**src/rtl/add32_sequencer.sv**
```systemverilog
// Sequences one 2*HALF_W-bit add/subtract through a shared HALF_W-bit adder:
// the low half goes first, then the high half with the carry chained in.
module add32_sequencer #(
  parameter int HALF_W = 16
) (
  input  logic                  clk,
  input  logic                  rst_n,
  input  logic                  req_valid,
  output logic                  req_ready,
  input  logic [2*HALF_W-1:0]   op_a,
  input  logic [2*HALF_W-1:0]   op_b,
  input  logic                  op_sub,
  input  logic                  op_sign,
  output logic                  resp_valid,
  input  logic                  resp_ready,
  output logic [2*HALF_W-1:0]   result,
  output logic                  ofl,
  output logic                  zero,
  output logic [HALF_W-1:0]     add_a,
  output logic [HALF_W-1:0]     add_b,
  output logic                  add_cin,
  output logic                  add_sign,
  input  logic [HALF_W-1:0]     add_sum,
  input  logic                  add_ofl
);

  localparam int W = 2 * HALF_W;

  typedef enum logic [1:0] {
    IDLE = 2'd0,
    LO   = 2'd1,
    HI   = 2'd2,
    DONE = 2'd3
  } state_t;

  state_t         state_q, state_d;
  logic [W-1:0]   a_q, a_d;
  logic [W-1:0]   b_q, b_d;
  logic           cin_q, cin_d;
  logic           sub_q, sub_d;
  logic           sign_q, sign_d;
  logic           carry_q, carry_d;
  logic [W-1:0]   result_q, result_d;
  logic           ofl_q, ofl_d;
  logic           zero_q, zero_d;
  logic           resp_valid_q, resp_valid_d;

  // State and datapath registers.
  always_ff @(posedge clk or negedge rst_n) begin
    if (!rst_n) begin
      state_q      <= IDLE;
      a_q          <= {W{1'b0}};
      b_q          <= {W{1'b0}};
      cin_q        <= 1'b0;
      sub_q        <= 1'b0;
      sign_q       <= 1'b0;
      carry_q      <= 1'b0;
      result_q     <= {W{1'b0}};
      ofl_q        <= 1'b0;
      zero_q       <= 1'b0;
      resp_valid_q <= 1'b0;
    end else begin
      state_q      <= state_d;
      a_q          <= a_d;
      b_q          <= b_d;
      cin_q        <= cin_d;
      sub_q        <= sub_d;
      sign_q       <= sign_d;
      carry_q      <= carry_d;
      result_q     <= result_d;
      ofl_q        <= ofl_d;
      zero_q       <= zero_d;
      resp_valid_q <= resp_valid_d;
    end
  end

  // Next-state logic and adder drive; the adder is only driven in LO/HI.
  always_comb begin
    state_d      = state_q;
    a_d          = a_q;
    b_d          = b_q;
    cin_d        = cin_q;
    sub_d        = sub_q;
    sign_d       = sign_q;
    carry_d      = carry_q;
    result_d     = result_q;
    ofl_d        = ofl_q;
    zero_d       = zero_q;
    resp_valid_d = resp_valid_q;
    add_a        = {HALF_W{1'b0}};
    add_b        = {HALF_W{1'b0}};
    add_cin      = 1'b0;
    add_sign     = 1'b0;

    case (state_q)
      IDLE: begin
        if (req_valid) begin
          a_d     = op_a;
          b_d     = op_sub ? ~op_b : op_b;
          cin_d   = op_sub;
          sub_d   = op_sub;
          sign_d  = op_sign;
          state_d = LO;
        end else begin
          state_d = IDLE;
        end
      end
      LO: begin
        add_a    = a_q[HALF_W-1:0];
        add_b    = b_q[HALF_W-1:0];
        add_cin  = cin_q;
        add_sign = 1'b0;
        result_d = {result_q[W-1:HALF_W], add_sum};
        carry_d  = add_ofl;
        state_d  = HI;
      end
      HI: begin
        add_a        = a_q[W-1:HALF_W];
        add_b        = b_q[W-1:HALF_W];
        add_cin      = carry_q;
        add_sign     = sign_q;
        result_d     = {add_sum, result_q[HALF_W-1:0]};
        // Unsigned subtract reports borrow, which is the inverted carry-out.
        ofl_d        = (sign_q || !sub_q) ? add_ofl : ~add_ofl;
        zero_d       = (add_sum == {HALF_W{1'b0}}) &&
                       (result_q[HALF_W-1:0] == {HALF_W{1'b0}});
        resp_valid_d = 1'b1;
        state_d      = DONE;
      end
      DONE: begin
        if (resp_ready) begin
          resp_valid_d = 1'b0;
          state_d      = IDLE;
        end else begin
          state_d      = DONE;
        end
      end
      default: begin
        resp_valid_d = 1'b0;
        state_d      = IDLE;
      end
    endcase
  end

  assign req_ready  = (state_q == IDLE);
  assign resp_valid = resp_valid_q;
  assign result     = result_q;
  assign ofl        = ofl_q;
  assign zero       = zero_q;

endmodule

```
**config.mk**
```make
export PLATFORM = sky130hd
export DESIGN_NAME = add32_sequencer
export DESIGN_NICKNAME = d
export VERILOG_FILES = /design/src/rtl/add32_sequencer.sv
export SDC_FILE = /design/constraint.sdc
export NUM_CORES = 1
export LEC_CHECK = 0
export BUFFER_PORTS_ARGS = -buffer_cell sky130_fd_sc_hd__buf_2
export CAP_MARGIN = 30
export CORE_MARGIN = 8
export CORE_UTILIZATION = 41
export DETAILED_ROUTE_END_ITERATION = 10
export GPL_TIMING_DRIVEN = 0
export MAX_ROUTING_LAYER = met4
export PLACE_DENSITY_LB_ADDON = 0.2
export RECOVER_POWER = 25
export SETUP_SLACK_MARGIN = 0.5
export SLEW_MARGIN = 15
export SYNTH_ARGS = -nofsm -noshare
export SYNTH_HDL_FRONTEND = slang
export SYNTH_SLANG_ARGS = --single-unit
```
**constraint.sdc**
```tcl
create_clock -name clk -period 3.1 [get_ports clk]
set_clock_uncertainty 0.1 [all_clocks]
set_input_delay 0.31 -clock clk [delete_from_list [all_inputs] [get_ports clk]]
set_output_delay 0.31 -clock clk [all_outputs]
set_load 0.03 [all_outputs]
```
Yosys cells after proc, flatten, opt, wreduce, memory -nomap -nowiden:

Cells that the tools add are included.
W data, S select, Z words.

* flip-flop bits (word level): 104
* latch bits: 0
* memory bits (writable): 0
* bits in read-only memories: 0
* input port bits: 87
* output and inout bits: 70
* word-level logic and storage cells: 42
* memories: 0

* add/subtract/negate cells: 0
* multiply operators: 0
* divide/modulo/power cells: 0
* order comparisons: 0
* equality and inequality tests: 4
* shift-type cells: 0
* muxes and demuxes: 12
* bitwise logic cells: 4
* reduce and logical (&&, ||, !) cells: 11

Operator list (number)
* $pmux W16 S2: 2
* $pmux W32 S2: 1
* $logic_not A16 Y1: 2
* $mux W32: 1
* $not A32 Y32: 1
* $pmux W2 S4: 1
* $reduce_and A2 Y1: 4
* $eq A2 B2 Y1 const B: 2
* $mux W1: 4
* $pmux W1 S2: 2
* $not A1 Y1: 3
* $eq A2 B1 Y1 const B: 1
* $logic_not A2 Y1: 1
* $mux W2: 1
* $ne A2 B2 Y1 const B: 1
* $reduce_bool A2 Y1: 1
* $logic_and A1 B1 Y1: 1
* $logic_not A1 Y1: 1
* $logic_or A1 B1 Y1: 1

Logic depth before layout (Yosys ltp):

Gate-level depths: netlist of run 1.

* word-level depth: 3
* mapped depth: 7
* depth with buffers taken out: 5

Worst setup path before layout of run 1:

OpenSTA, ideal clock, no wires.

* kind: flip-flop to output port
* start: reg state_q[0]
* end: out add_a[11]
* arrival time: 1.570 ns
* required time: 2.690 ns
* setup slack: 1.120 ns
* cell stages (with the launch flop): 7
* cells stage by stage: dfrtp_1 -> inv_1 -> ha_1 -> buf_4 -> buf_2 -> a22oi_1 -> nor2b_1

* word-level cells in the longest chain between the ends: 2
* elaborated cells between the ends (all ways): 3

Ends and longest elaborated chain
* start: declaration: line 36 `state_t state_q, state_d;`
* start signal: assignment: line 63 `state_q <= state_d;`
* $eq A2 B2 Y1 / $eq A2 B1 Y1 (equally long branches): line 95 `case (state_q)`
* $pmux W16 S2 *: line 95
* end: declaration: line 19 `output logic [HALF_W-1:0] add_a,`

Mark *: on every way between the ends. The rest lies on a longest branch, timed or not.

Worst setup path after layout of run 1:

* start: reg state_q[1]
* end: out add_cin

* word-level cells in the longest chain between the ends: 2
* elaborated cells between the ends (all ways): 3

Ends and longest elaborated chain
* $eq A2 B2 Y1 / $eq A2 B1 Y1 (equally long branches): line 95
* $pmux W1 S2 *: line 95
* end: declaration: line 21 `output logic add_cin,`

Marked as above.

==> impl_metrics.tcl, run 1 <==
set metrics [dict create \
    status "completed" \
    critPathLaunch "state_q[1]" \
    final_nets 727 \
    ys_warn_count 0 \
    wl_um 14000 \
    period_share_pct 80.3 \
    period_needed_ns 2.49 \
    drcViolationCount 0 \
    final_antenna_net_count 0 \
    crit_cells 7 \
    critPathCaptureType "output pin" \
    critical_path_buf_inv_count 4 \
    path_cells "inv_1, ha_1, buf_2, buf_2, a22oi_1, nor2b_1, buf_2" \
    wl_per_cell_um 17.4 \
    grt_pass1_wl_um 22400 \
    cts.htree.levels 3 \
    core_mm2 0.0121 \
    min_path_type "primary input to register" \
    first_pass_iters 4 \
    clk_latency_ns 0.35 \
    timing.rr.end "a_q[7]" \
    critPathMaxStageDelay_ns 0.41 \
    layout.cells.most_common "buf_2" \
    arrival_ns 2.08 \
    crit_required_ns 2.69 \
    cts_max_path_buffers 2 \
    num_vias 3957 \
    p_per_area_mw_per_mm2 1120 \
    grt_pass1_vias 4327 \
    grt_usage_pct 18.1 \
    antenna-diode-count 0 \
    ys_seq_area_share_pct 51.2 \
    synth_area_mm2 0.00509 \
    io_buffers 155 \
    fmax_mhz 402 \
    final_util_pct 53.2 \
    setup_viol 0 \
    die_y_um 127 \
    areaGrowthSynthToFinish_pct 26.3 \
    worst_pin_slew_ns 1.20 \
    grt_max_degree 56 \
    worstSetupPathType "register to output pin" \
    timing.critical_path.mode_cell "buf_2" \
    ir_worst_vdd_mv 0.476 \
    final_cell_mix "buf_2, dfrtp_1, o21ai_0" \
    endpoint "add_cin" \
    dp_hpwl_um 10500 \
    hold_viol 0 \
    synth_top_family_by_area "compound AO/OA/AOI/OAI gates" \
    initial_utilization_pct 42.2 \
    synthAdderAreaFrac_pct 1.48 \
    path_delay_family "buffers and inverters" \
    muxShareOfSynthArea_pct 10.3 \
    synth_xor_area_share_pct 5.68 \
    slew_viol_final 0 \
    tns_ns 0 \
    maxCapViolations 0 \
    die_width_um 127 \
    post_drt_via_cell_ratio 4.91 \
    cts_buffers 9 \
    clk_pin_slew_ns 0.07 \
    r2r-start "state_q[0]" \
    power_leakage_uw 0.00317 \
    fp-row-count 40 \
    cp_max_fo 10 \
    yosys.area_share.simple_pct 12.2 \
    post_cts.repair.setup_buffers 0 \
    cts_sinks 104 \
    grt_overflow 0 \
    ys_types 29 \
    synth_compound_area_share_pct 12.2 \
    ys_seq_elements 104 \
    drt_iter0_drc 234 \
    gp_congestion 0.810 \
    cts_root_buf "clkbuf_16" \
    die-area_mm2 0.0162 \
    critPathSlowestCell "dfrtp_1" \
    syn_inst 466 \
    synth_nets 559 \
    maxSlewHeadroom_pct 19.8 \
    ff2ff_setup_slack_ns 1.35 \
    reg2reg_depth 5 \
    cts_tree "built" \
    drive_above_1_share_pct 36.7 \
    grt_antenna_before_repair 0 \
    rsz0062_at_grt "yes" \
    crit_path_start_kind "register" \
    synth_area_per_cell_um2 10.9 \
    ioPinCount 157 \
]
[state kept, by name, summed over array words and instances, names as in the netlist]
signal	cells
carry_q	1
sign_q	1
sub_q	1
state_q	2
result	32
a_q	32
resp_valid	1
ofl	1
b_q	32
zero	1
[through the flow]
stage,std cells,instance area [um^2],setup slack (ns),hold WS [ns],total power (uW)
2_1_floorplan,466,5090,1.12,-0.0856,4900
3_3_place_gp,789,6070,0.500,0.365,5920
3_5_place_dp,790,6110,0.864,0.181,6010
4_1_cts,806,6440,0.521,0.0770,7280
5_1_grt,806,6420,0.381,0.0772,7670
6_report,806,6420,0.610,0.0869,7210
[report_power, final]
group | internal [uW] | switching [uW]
Sequential | 1990 | 384
Clock | 746 | 482
Combinational | 1430 | 2180
[what timing repair did]
action | in CTS | in global routing
endpoints found under the hold margin | 49 | 0
setup endpoints to repair | 4 | 12
hold buffers | 1 | 0
gates resized for setup | 2 | 6
[layer usage]
metal	up-vias	routed length, um	global-route usage (%)
li1	1895	-	-
met5	-	0	-
met3	9	900	5.37
met2	143	6550	28.3
met1	1910	6500	22.6
met4	0	101	4.34
[area by class of cell]
class / count / area (um^2)
plain buffers: 33 / 233
clock buffers: 12 / 256
clock inverters: 3 / 65.1
fillers: 1088 / 5640
inverters: 36 / 135
multi-input cells: 293 / 2130
flip-flops and latches: 104 / 2600
well taps: 168 / 210
repair buffers: 157 / 793
[kinds of logic after synthesis]
logic type,after synthesis
and+or+nand+nor,115
AOI/OAI and AO/OA,104
DFF,104
buffers and inverters,69
muxes,35
xor gates and xnor gates,33
adders and majority gates,6
[cells in the mapped netlist (all sizes together)]
cell	n	area share, %
clkbuf	10	0.74
nand4	2	0.25
a21oi	3	0.30
xnor2	33	5.7
a22oi	33	4.9
ha	6	1.5
nand2b	1	0.12
nor4b	1	0.30
nor2b	34	4.2
o31ai	1	0.25
dfrtp	104	51
inv	36	2.7
buf	23	3.7
a211oi	2	0.30
o21ai	64	6.3
and2	2	0.25
nor2	3	0.22
nand3b	16	2.4
mux2	35	10
o2bb2ai	1	0.17
nor4	6	0.74
nand3	1	0.098
nand2	49	3.7
[worst min path at each step]
stage / to / depth (start not counted) / start
6_report: a_q[4] / 2 / op_a[4]
2_1_floorplan: a_q[0] / 0 / rst_n
5_1_grt: a_q[12] / 2 / op_a[12]
3_3_place_gp: b_q[27] / 2 / b_q[27]
4_1_cts: a_q[4] / 2 / op_a[4]
3_5_place_dp: result[21] / 1 / rst_n
No activity file was read; power rests on OpenSTA's default activity.
==> run 2, diff against run 1 <==
--- a/config.mk
+++ b/config.mk
@@ -5,6 +5,7 @@
 export SDC_FILE = /design/constraint.sdc
 export NUM_CORES = 1
 export LEC_CHECK = 0
+export ABC_AREA = 1
 export BUFFER_PORTS_ARGS = -buffer_cell sky130_fd_sc_hd__buf_2
 export CAP_MARGIN = 30
 export CORE_MARGIN = 8
==> constraint.sdc (replaced) <==
create_clock -name clk -period 2.3 [get_ports clk]
set_clock_uncertainty 0.1 [all_clocks]
set_input_delay 0.23 -clock clk [delete_from_list [all_inputs] [get_ports clk]]
set_output_delay 0.23 -clock clk [all_outputs]
set_load 0.03 [all_outputs]
==> impl_metrics.tcl, run 2 <==
set metrics [dict create \
    cp_max_fo 7 \
    setup_viol 0 \
    cts_buffers 9 \
    post-synth-top-count-cell "nand2_1" \
    cts_root_buf "clkbuf_16" \
    grt_pass1_wl_um 22700 \
    areaGrowthSynthToFinish_pct 41.5 \
    grt_max_degree 56 \
    io_buffers 155 \
    seqCellArea_mm2 0.00260 \
    placed_cells 805 \
    gp_congestion 0.807 \
    ys_warn_count 0 \
    synthTopCellsByCount "nand2_1, dfrtp_1, o21ai_0" \
    final_nets 781 \
    clk_latency_ns 0.34 \
    ioPinCount 157 \
    dp_hpwl_um 10200 \
    maxCapViolations 0 \
    antenna-diode-count 0 \
    reg2reg_depth 5 \
    period_needed_ns 2.03 \
    finalPower_uw 10400 \
    yosys_most_used_dff "dfrtp_1" \
    cts.htree.levels 3 \
    syn_inst 502 \
    first_pass_iters 4 \
    die-area_mm2 0.0158 \
    synth_area_per_cell_um2 9.81 \
    maxSlewHeadroom_pct 14.1 \
    synth_nets 595 \
    die_width_um 126 \
    synth-async-reset-ratio_pct 100 \
    grt_usage_pct 18.5 \
    synth_edf_count 0 \
    holdPathStages 2 \
    num_vias 4117 \
    p_per_area_mw_per_mm2 1490 \
    drcViolationCount 0 \
    core_mm2 0.0119 \
    fmax_mhz 492 \
    ys_types 20 \
    drive_above_1_share_pct 43.5 \
    drt_iter0_drc 268 \
    crit_required_ns 1.97 \
    cts_sinks 104 \
    fp-row-count 40 \
    synth_top_area_cell "dfrtp_1" \
    cts_tree "built" \
    crit_path_start_kind "register" \
    worst_pin_slew_ns 1.29 \
    ys_seq_elements 104 \
    clk_pin_slew_ns 0.07 \
    multi_input_area_mm2 0.00224 \
    slew_viol_final 0 \
    synth_area_mm2 0.00492 \
    n_fill_cell 1063 \
    grt_overflow 0 \
    rsz0062_at_grt "yes" \
    ys_seq_area_share_pct 52.8 \
    synthDominantCellAreaShare_pct 52.8 \
    initial_utilization_pct 41.5 \
    min_path_type "primary input to register" \
    grt_pass1_vias 4509 \
    post_drt_via_cell_ratio 4.91 \
    final_cells 839 \
    die_y_um 126 \
    grt_antenna_before_repair 0 \
    status "completed" \
    cts_max_path_buffers 2 \
    final_antenna_net_count 0 \
    synthTopCellsByArea "dfrtp_1, mux2_4, nand2_1, xnor2_1, o21ai_0" \
    wl_per_cell_um 17.1 \
    wl_um 14300 \
    critPathCaptureType "output pin" \
    power_leakage_uw 0.00342 \
    ir_worst_vdd_mv 0.536 \
    hold_viol 0 \
    arrival_ns 1.70 \
    period_share_pct 88.4 \
    worstSetupPathType "register to output pin" \
    final_cell_mix "buf_2, nand2_1, dfrtp_1" \
    layout.cells.most_common "buf_2" \
]
run 2: repair_timing:
action                                 4_1_cts  5_1_grt
cloned                                       2        2
setup endpoints to repair                   53       75
buffers inserted                            11        3
pin swaps                                   12       12
hold buffers                                 1        0
endpoints found under the hold margin       49        0
gates resized for setup                    137       45
run 2: final timing paths:
| path | from | slack [ns] | endpoint |
|---|---|---|---|
| setup / recovery | state_q[1] | 0.27 | add_b[12] |
| hold / removal | op_a[24] | 0.02 | a_q[24] |
| setup reg to reg | state_q[0] | 0.59 | a_q[30] |
| hold reg to reg | b_q[29] | 0.39 | b_q[29] |
| max in group asynchronous | rst_n | 0.61 | b_q[0] |
| min in group asynchronous | rst_n | 0.61 | result[3] |
run 2: critical path, stage by stage (launching register included):
cell     delay [ns]
dfrtp_1        0.40
inv_2          0.10
ha_4           0.14
buf_8          0.13
buf_6          0.11
buf_8          0.11
nand2_2        0.05
a21oi_2        0.16
buf_6          0.15
run 2: report_power, final:
part | switching [uW] | internal, uW
Combinational | 3240 | 2420
Sequential | 578 | 2720
Clock | 658 | 785
run 2: cells by family (layout without fill, tap and decap cells):
family          Yosys count  count (layout)  synth area share (%)
compound gates          103             103                  10.9
xor+xnor                 33              33                  5.87
fa+ha+maj                 6               6                  1.52
buf+inv                  70             260                  6.76
flops                   104             104                  52.8
mux                      34              34                  10.3
simple gates            152             152                  11.8
run 2: per-layer routing:
layer  vias up  global-route usage, %  part of all wire (%)
li1       1991                      -                     -
met1      1985                   22.6                    44
met2       115                   29.6                    49
met3        26                   3.70                   5.1
met4         0                   7.38                   2.2
met5         -                      -                     0
run 2: area by class of cell:
cell class	count	share of cell area, %
Multi-Input combinational cell	328	32.1
Clock inverter	3	0.251
Tap cell	147	2.64
Buffer	30	4.45
Inverter	40	2.23
Timing Repair Buffer	175	17.3
Clock buffer	12	3.68
Sequential cell	104	37.3
run 2: through the flow:
step / TNS [ns] / setup WS (ns) / area, um^2 / hold WS [ns] / util [%]
after floorplan: 0 / 0.436 / 4950 / -0.166 / -
after global placement: -26.27 / -0.260 / 5910 / 0.361 / 49.8
after detailed placement: 0 / 0.125 / 5940 / 0.104 / 50.1
after CTS: 0 / 0.278 / 6790 / 0.00957 / 57.3
after global routing: 0 / 0.211 / 6970 / 0.0123 / 58.8
final: 0 / 0.267 / 6970 / 0.0159 / 58.8
==> run 3, diff against run 2 <==
--- a/config.mk
+++ b/config.mk
@@ -6,7 +6,7 @@
 export NUM_CORES = 1
 export LEC_CHECK = 0
 export ABC_AREA = 1
-export BUFFER_PORTS_ARGS = -buffer_cell sky130_fd_sc_hd__buf_2
+export BUFFER_PORTS_ARGS = -buffer_cell sky130_fd_sc_hd__clkbuf_2
 export CAP_MARGIN = 30
 export CORE_MARGIN = 8
 export CORE_UTILIZATION = 41
@@ -20,3 +20,4 @@
 export SYNTH_ARGS = -nofsm -noshare
 export SYNTH_HDL_FRONTEND = slang
 export SYNTH_SLANG_ARGS = --single-unit
+export TNS_END_PERCENT = 5
==> impl_metrics.tcl, run 3 (same netlist as run 2, synthesis figures left out) <==
set metrics [dict create \
    status "completed" \
    antenna-diode-count 0 \
    cts_buffers 9 \
    rsz0062_at_grt "yes" \
    cts_sinks 104 \
    final_antenna_net_count 0 \
    seqCellArea_mm2 0.00260 \
    io_buffers 155 \
    crit_required_ns 1.97 \
    fp-row-count 40 \
    cts_root_buf "clkbuf_16" \
    hold_viol 0 \
    p_per_area_mw_per_mm2 1500 \
    layout.cells.most_common "clkbuf_2" \
    power_leakage_uw 0.00340 \
    clkPwrFrac_pct 14.8 \
    grt_overflow 0 \
    arrival_ns 1.72 \
    path_delay_family "buffers and inverters" \
    cp_max_fo 8 \
    fmax_mhz 487 \
    hp-start "op_a[0]" \
    grt_pass1_wl_um 22200 \
    initial_utilization_pct 41.5 \
    post_drt_via_cell_ratio 4.85 \
    core_mm2 0.0119 \
    r2r-start "state_q[1]" \
    setup_viol 0 \
    drcViolationCount 0 \
    final_cell_mix "clkbuf_2, nand2_1, dfrtp_1" \
    timing.rr.end "result[8]" \
    final_nets 780 \
    critPathSlowestCell "dfrtp_2" \
    grt_antenna_before_repair 0 \
    clk_latency_ns 0.34 \
    p_sw_uw 4370 \
    slew_viol_final 0 \
    period_share_pct 89.2 \
    critPathMaxStageDelay_ns 0.46 \
    ir_worst_vdd_mv 0.645 \
    gp_congestion 0.776 \
    worst_pin_slew_ns 1.36 \
    maxCapViolations 0 \
    clk_pin_slew_ns 0.07 \
    die_y_um 126 \
    cts_tree "built" \
    reg2reg_depth 6 \
    first_pass_iters 4 \
    drt_iter0_drc 252 \
    combPwrFrac_pct 53.2 \
    grt_max_degree 55 \
    maxSlewHeadroom_pct 9.30 \
    ff2ff_setup_slack_ns 0.48 \
    cts_max_path_buffers 2 \
    period_needed_ns 2.05 \
    critical_path_buf_inv_count 4 \
    ioPinCount 157 \
    final_util_pct 57.9 \
    areaGrowthSynthToFinish_pct 39.5 \
    min_path_type "primary input to register" \
    dp_hpwl_um 10100 \
    drive_above_1_share_pct 41.8 \
    grt_usage_pct 18.1 \
    multi_input_area_mm2 0.00217 \
    tns_ns 0 \
    path_cells "inv_4, ha_4, buf_12, clkbuf_16, nand2_1, a21oi_2, buf_6" \
    num_vias 4064 \
    cts.htree.levels 3 \
    p_int_uw 5910 \
    grt_pass1_vias 4348 \
    n_fill_cell 1029 \
    seqPwrFrac_pct 32.0 \
    die_width_um 126 \
    critPathCaptureType "output pin" \
    die-area_mm2 0.0158 \
    wl_um 14200 \
    holdPathStages 2 \
    whs_endpoint "a_q[0]" \
    wl_per_cell_um 17.0 \
    whs_ns 0.0175 \
    crit_path_start_kind "register" \
    worstSetupPathType "register to output pin" \
    power_switching_share_pct 42.5 \
]
## run 3: cell count changes in the layout (fill, tap and decap cells not counted), moves of 2 or more
| cell | change |
|---|---|
| clkbuf_2 | +115 |
| nand2_4 | -5 |
| nand2_2 | -3 |
| nand2_1 | +8 |
| buf_2 | -109 |
| buf_4 | +5 |
| clkbuf_16 | +2 |
| buf_8 | +2 |
| a21oi_2 | -3 |
| a21oi_1 | +3 |
| buf_6 | -13 |
## run 3: layout make-up
class	instances	share of cell area [%]
Tap cell	147	2.68
Timing Repair Buffer	174	17.3
Sequential cell	104	37.9
Clock buffer	11	3.53
Clock inverter	4	0.655
Inverter	40	2.26
Buffer	30	4.19
Multi-Input combinational cell	328	31.5
## run 3: through the flow
stage                     worst slack [ns]  area, um^2  total power, uW  instances
final                                0.248        6870            10300        838
after global routing                 0.174        6870            10900        838
after CTS                            0.231        6480             9660        830
after detailed placement             0.199        5920             7650        805
after global placement              -0.509        5890             7540        804
after floorplan                      0.436        4930             6290        502
## run 3: what timing repair did
item | in CTS | in global routing
setup endpoints to repair | 46 | 83
hold endpoints to repair | 50 | 0
pin swaps | 1 | 20
gates cloned | 0 | 5
hold buffers | 1 | 0
setup buffers | 9 | 3
resized for setup | 60 | 120
## run 3: power groups by stage
stage	sequential [uW]	clock [uW]	combinational, uW
after floorplan	3720	0	2570
after global placement	3240	0	4300
after detailed placement	3270	0	4380
after CTS	3240	1550	4860
after global routing	3390	1620	5920
final	3280	1520	5470
## run 3: how the worst max path moves through the flow
| stage | start | end | slack, ns | depth (start not counted) |
|---|---|---|---|---|
| floorplan | state_q[1] | add_a[10] | 0.44 | 6 |
| global placement | rst_n | a_q[19] | -0.51 | 1 |
| detailed placement | state_q[0] | add_b[14] | 0.20 | 6 |
| CTS | state_q[1] | add_b[4] | 0.23 | 7 |
| global route | state_q[1] | add_a[6] | 0.17 | 7 |
| finish | state_q[1] | add_b[0] | 0.25 | 7 |
## run 3: routing by layer
metal	routed length, um	up-vias	GRT usage, %	share of wire (%)
met5	0	-	-	0
met4	183	0	5.30	1.3
met3	807	13	4.59	5.7
met2	6850	123	28.7	48
met1	6380	1943	22.5	45
li1	-	1985	-	-
